<file path="config.mk">
export PLATFORM = sky130hd
export DESIGN_NAME = arbitern_wrr_pkt
export DESIGN_NICKNAME = d
export VERILOG_FILES = /design/src/rtl/arbitern_wrr_pkt.sv
export SDC_FILE = /design/constraint.sdc
export NUM_CORES = 1
export LEC_CHECK = 0
export BUFFER_PORTS_ARGS = -buffer_cell sky130_fd_sc_hd__buf_2
export CORE_UTILIZATION = 37
export CTS_CLUSTER_DIAMETER = 150
export DETAILED_ROUTE_END_ITERATION = 8
export HOLD_SLACK_MARGIN = 0.06
export MAX_ROUTING_LAYER = met4
export PLACE_DENSITY = 0.67
export SLEW_MARGIN = 0
export SYNTH_ARGS = -nofsm -noshare
export SYNTH_HDL_FRONTEND = slang
export SYNTH_SLANG_ARGS = --single-unit
</file>
<file path="constraint.sdc">
create_clock -name i_clk -period 3.8 [get_ports i_clk]
set_clock_uncertainty 0.15 [all_clocks]
set_input_delay 0.19 -clock i_clk [delete_from_list [all_inputs] [get_ports i_clk]]
set_output_delay 0.19 -clock i_clk [all_outputs]
set_load 0.02 [all_outputs]
</file>
<file path="src/rtl/arbitern_wrr_pkt.sv">
// arbitern_wrr_pkt
// Weighted round-robin packet arbiter. N requesters compete for one shared
// DW-bit stream port. A packet is never interleaved with another. A granted
// requester may send up to i_weight[k] packets back to back. After that, or
// when it runs out of packets, the grant moves on in round-robin order.
//
// Ports
//   i_clk       clock; all logic on the rising edge
//   i_reset     synchronous, active-high reset
//   i_valid[k]  requester k presents a beat
//   o_ready[k]  requester k's beat is taken this cycle (one-hot or zero)
//   i_data[k]   requester k beat data
//   i_last[k]   requester k end-of-packet flag
//   i_weight[k] packets per turn for requester k; sampled at turn start, 0 acts as 1
//   o_valid     registered output beat valid
//   i_ready     downstream accepts the output beat
//   o_data      registered output beat data
//   o_last      registered output end-of-packet
//   o_grant_id  index of the requester that sourced the output beat
module arbitern_wrr_pkt #(
   parameter int N  = 4,
   parameter int DW = 16,
   parameter int WW = 4
) (
   input  logic                 i_clk,
   input  logic                 i_reset,
   input  logic [N-1:0]         i_valid,
   output logic [N-1:0]         o_ready,
   input  logic [DW-1:0]        i_data [N],
   input  logic [N-1:0]         i_last,
   input  logic [WW-1:0]        i_weight [N],
   output logic                 o_valid,
   input  logic                 i_ready,
   output logic [DW-1:0]        o_data,
   output logic                 o_last,
   output logic [$clog2(N)-1:0] o_grant_id
);

   localparam int IW = $clog2(N);
   localparam logic [WW-1:0] CRED_ONE = {{(WW-1){1'b0}}, 1'b1};

   typedef enum logic [1:0] {
      ST_ARB  = 2'd0,   // no owner, free arbitration
      ST_LOCK = 2'd1,   // mid-packet, owner only
      ST_HOLD = 2'd2    // between packets, owner still has credit
   } state_t;

   state_t          state_r, state_nxt_s;
   logic [IW-1:0]   ptr_r, ptr_nxt_s;
   logic [IW-1:0]   owner_r, owner_nxt_s;
   logic [WW-1:0]   credit_r, credit_nxt_s;

   logic            load_s;
   logic            any_s;
   logic [IW-1:0]   base_s;
   logic [IW-1:0]   win_s;
   int              idx_s;
   logic [IW-1:0]   sel_s;
   logic            sel_valid_s;
   logic            sel_last_s;
   logic            new_turn_s;
   logic            forfeit_s;
   logic [WW-1:0]   cred_cur_s;
   logic            xfer_s;

   // Round-robin search: first valid requester after base, wrapping modulo N.
   // A forfeit in HOLD searches from the owner, as if ptr already held it.
   always_comb begin
      base_s = (state_r == ST_HOLD) ? owner_r : ptr_r;
      win_s  = {IW{1'b0}};
      idx_s  = 0;
      // Walk from lowest to highest priority so the highest-priority hit wins.
      for (int i = N; i >= 1; i--) begin
         idx_s = int'(base_s) + i;
         idx_s = (idx_s >= N) ? (idx_s - N) : idx_s;
         win_s = i_valid[IW'(idx_s)] ? IW'(idx_s) : win_s;
      end
   end

   // Source selection, credit for this beat, transfer strobe and o_ready.
   always_comb begin
      any_s     = |i_valid;
      load_s    = !o_valid || i_ready;
      forfeit_s = (state_r == ST_HOLD) && load_s && !i_valid[owner_r];
      case (state_r)
         ST_ARB: begin
            sel_s       = win_s;
            sel_valid_s = any_s;
            new_turn_s  = 1'b1;
         end
         ST_LOCK: begin
            // Never switch mid-packet; a missing owner beat is a bubble.
            sel_s       = owner_r;
            sel_valid_s = i_valid[owner_r];
            new_turn_s  = 1'b0;
         end
         ST_HOLD: begin
            if (i_valid[owner_r]) begin
               sel_s       = owner_r;
               sel_valid_s = 1'b1;
               new_turn_s  = 1'b0;
            end else begin
               sel_s       = win_s;
               sel_valid_s = any_s;
               new_turn_s  = 1'b1;
            end
         end
         default: begin
            sel_s       = owner_r;
            sel_valid_s = 1'b0;
            new_turn_s  = 1'b0;
         end
      endcase
      if (new_turn_s) begin
         cred_cur_s = (i_weight[sel_s] == {WW{1'b0}}) ? CRED_ONE : i_weight[sel_s];
      end else begin
         cred_cur_s = credit_r;
      end
      xfer_s     = load_s && sel_valid_s;
      sel_last_s = i_last[sel_s];
      o_ready    = {N{1'b0}};
      if (xfer_s) begin
         o_ready[sel_s] = 1'b1;
      end else begin
         o_ready = {N{1'b0}};
      end
   end

   // Next-state logic for the grant FSM, pointer, owner and credit.
   always_comb begin
      state_nxt_s  = state_r;
      ptr_nxt_s    = forfeit_s ? owner_r : ptr_r;
      owner_nxt_s  = owner_r;
      credit_nxt_s = credit_r;
      if (xfer_s) begin
         owner_nxt_s = sel_s;
         if (!sel_last_s) begin
            credit_nxt_s = cred_cur_s;
            state_nxt_s  = ST_LOCK;
         end else if (cred_cur_s == CRED_ONE) begin
            // Turn over: this requester drops to lowest priority.
            credit_nxt_s = {WW{1'b0}};
            ptr_nxt_s    = sel_s;
            state_nxt_s  = ST_ARB;
         end else begin
            credit_nxt_s = cred_cur_s - CRED_ONE;
            state_nxt_s  = ST_HOLD;
         end
      end else if (forfeit_s) begin
         // Owner left with credit and nobody else wants the port.
         state_nxt_s = ST_ARB;
      end else begin
         state_nxt_s = state_r;
      end
   end

   // State registers and the fully registered output stage.
   always_ff @(posedge i_clk) begin
      if (i_reset) begin
         state_r    <= ST_ARB;
         ptr_r      <= IW'(N - 1);
         owner_r    <= {IW{1'b0}};
         credit_r   <= {WW{1'b0}};
         o_valid    <= 1'b0;
         o_data     <= {DW{1'b0}};
         o_last     <= 1'b0;
         o_grant_id <= {IW{1'b0}};
      end else begin
         state_r  <= state_nxt_s;
         ptr_r    <= ptr_nxt_s;
         owner_r  <= owner_nxt_s;
         credit_r <= credit_nxt_s;
         if (xfer_s) begin
            o_valid    <= 1'b1;
            o_data     <= i_data[sel_s];
            o_last     <= sel_last_s;
            o_grant_id <= sel_s;
         end else if (i_ready) begin
            o_valid <= 1'b0;
         end else begin
            o_valid <= o_valid;
         end
      end
   end

endmodule

</file>
==> run summary <==
multiplexer share of the synthesized area -> 8.22%
Syn Area/Cell -> 6.74 sq um
Synth Instances -> 332
mapped cell area -> 2240 sq um
crit share post-route -> 91.8%
Place WS -> 144 ps
fmax -> 0.287 GHz
initial antenna violation count -> 0
Avg WL per Cell -> 13.6 microns
area of placed instances -> 2820 sq um
Setup crit start kind -> flop
number of vias per cell -> 5.23
HPWL after DPL -> 5200 microns
Power Internal -> 1350 uW
fin. max-slew vios -> 0
final hold vios -> 0
drt first pass iters -> 4
final wirelength -> 6890 microns
synth warn -> 0
DIE HEIGHT -> 79.8 microns
total number of H-tree levels -> 1
flops & latches, synth -> 28
post-route setup slack -> 313 ps
Setup Crit Path Kind -> flop to flop
latest clock arrival within the worst-skew pair -> 270 ps
simple-gate area share of the yosys netlist -> 40.0%
non-filler instance count after layout -> 506
crit end category -> flop
Distinct cells, synth -> 61
CTS tree -> built
# Post-CTS Setup Buffers -> 0
Post-Synth Adder-Cell Area -> 1.12%
Worst EP arrival -> 3510 ps
switching portion of total power -> 53.0%
grt ovf -> 0
Routed Antenna Nets -> 0
Max-slew headroom -> 33.0%
Seq/Total Area, Yosys -> 25.1%
worst vdd ir -> 628 uV
Worst-Margin Slew -> 1000 ps
number of synthesized flops with an enable pin -> 0
Die X -> 79.8 microns
CP Max Fanout -> 10
compound-gate portion of the synthesized area -> 19.2%
Clk pwr share -> 7.9%
RSZ-0062 raised after global routing -> no
core area -> 5680 sq um
Reg power frac -> 16.8%
DR DRC count -> 0
DIE AREA -> 6360 sq um
RePlAce Congestion -> 0.922
Comb power frac -> 75.3%
placed cells -> 501
critical path required time -> 3820 ps
CTS max path bufs -> 2
utilization after layout -> 51.2%
area grow syn2layout -> 29.8%
cts bufs inserted -> 3
maximum number of pins on one net before global-route repair -> 40
HP Class -> primary input to flop
syn_nets -> 425
vias in the first global route -> 2,438
num rows -> 27
via count -> 2,647
first-pass GRT wire length -> 11,300 microns
final setup vio count -> 0
asr flop ratio synth -> 0%
First DRT Iteration DRCs -> 78
Power Density -> 992 nW/um^2
Synth Flop Type -> dfxtp_1
# diodes -> 0
Static Leak -> 0.00143 uW
# fillers -> 615
# Max-Cap Violations -> 0
Psw -> 1530 uW
IO Port Bufs -> 114
Design Area, Final -> 2900 sq um
share of cells above drive strength 1 -> 34.1%
Nets -> 528
Reg clk slew, reported paths -> 90 ps
io pins -> 115
clock root buffer -> clkbuf_8
GRT Overall Usage -> 22.6%
Starting Density -> 39.4%
post-layout min period -> 3490 ps
CTS Sinks -> 28
largest family of logic cells by synthesized area -> simple AND/OR/NAND/NOR gates
Setup TNS -> 0 ps
status -> completed
Synth Area in XOR/XNOR -> 0%
## critical path, cell delays in order, from the launching register on
cell      delay, ps
dfxtp_2         420
mux2_1          340
a21oi_1         210
nor2_2          130
or3_1           330
o211a_1         210
a22o_1          260
o211ai_2        200
nand2_2         110
inv_1            80
ha_1            200
nand2_1          80
o21ai_2         120
and3_2          250
mux2i_1          80
or2_1           220
## layout by cell type (no fill, tap or decap), types with 2 or more instances in the layout
cell type / instances
nor2_1: 18
o21ai_1: 4
mux2i_1: 11
nand2b_1: 3
ha_1: 2
nor3_1: 6
dfxtp_2: 2
a211o_1: 2
o21ai_0: 6
o21ai_2: 2
o211a_1: 3
buf_4: 5
or2_1: 3
or3_1: 2
a31oi_1: 2
nand3_1: 52
nand3b_1: 2
buf_2: 114
nand2_1: 96
a21oi_1: 25
clkbuf_8: 3
dfxtp_1: 26
inv_1: 6
nor2_2: 2
## flip-flops by register name, summed over array words and instances (netlist names)
name	cells
o_data	16
credit_r	4
owner_r	2
ptr_r	2
state_r	2
o_last	1
o_valid	1
## power groups by stage
stage                     combinational [uW]  clock, uW  sequential [uW]
final                                   2170        229              483
after CTS                               2180        239              480
after global routing                    2420        249              497
after global placement                  2140          0              479
after detailed placement                2170          0              487
after floorplan                         1630          0              551
## Yosys cell counts (all sizes together) (2+ instances only)
master / n / area share (%)
nand3b: 2 / 0.67
ha: 2 / 1.1
nand3: 52 / 12
nand2b: 4 / 1.2
or2: 3 / 0.84
dfxtp: 28 / 25
or3: 2 / 0.56
o211a: 3 / 1.3
mux2i: 12 / 5.5
o21ai: 12 / 3.0
a31oi: 2 / 0.56
a32oi: 2 / 1.1
mux2: 3 / 1.7
clkbuf: 11 / 1.8
inv: 7 / 1.2
nand2: 97 / 16
o211ai: 2 / 0.89
buf: 10 / 2.9
nor2b: 2 / 0.89
nor2: 21 / 4.1
nor3: 7 / 1.8
a211o: 2 / 0.78
a21oi: 27 / 6.7
## routing by layer
metal  track usage, %  vias up  share of wire, %
li1                 -     1352                 -
met1             28.7     1170                44
met2             36.8      119                47
met3             4.00        6               7.3
met4             6.07        0              0.96
met5                -        -                 0
## through the flow
stage          hold WS (ps)  total power (uW)
2_1_floorplan           234              2180
6_report                147              2880
5_1_grt                 150              3170
3_3_place_gp            290              2620
4_1_cts                 135              2900
3_5_place_dp            297              2660
## area by class of cell
class | count | area, sq um | share of cell area, %
clock buffer | 3 | 41.3 | 1.42
clock inverter | 1 | 30.0 | 1.03
inverter | 7 | 26.3 | 0.905
multi-input combinational | 275 | 1540 | 52.9
sequential | 28 | 563 | 19.4
tap | 72 | 90.1 | 3.10
timing repair buffer | 120 | 618 | 21.3
## timing repair
item | CTS | global route
setup endpoints to repair | 0 | 2
hold buffers | 1 | 0
endpoints found under the hold margin | 1 | 0
gates resized for setup | 0 | 3
## worst paths after layout
kind                           start  cells past startpoint                 endpoint  slack, ps
max          owner_r[0]$_SDFFE_PP0P_                     15      ptr_r[0]$_SDFF_PP1_        310
min                        i_data[3]                      5   o_data[3]$_SDFFE_PP0P_        150
max reg2reg  owner_r[0]$_SDFFE_PP0P_                     15      ptr_r[0]$_SDFF_PP1_        310
min reg2reg  o_data[13]$_SDFFE_PP0P_                      2  o_data[13]$_SDFFE_PP0P_        310
## cell families after synthesis
group	Yosys count
AND/OR/NAND/NOR	195
AO/OA/AOI/OAI	62
buffers and inverters	29
flip-flops	28
multiplexers	16
adder cells (fa/ha/maj)	2
Note: power is estimated with default switching activity, not from simulation.
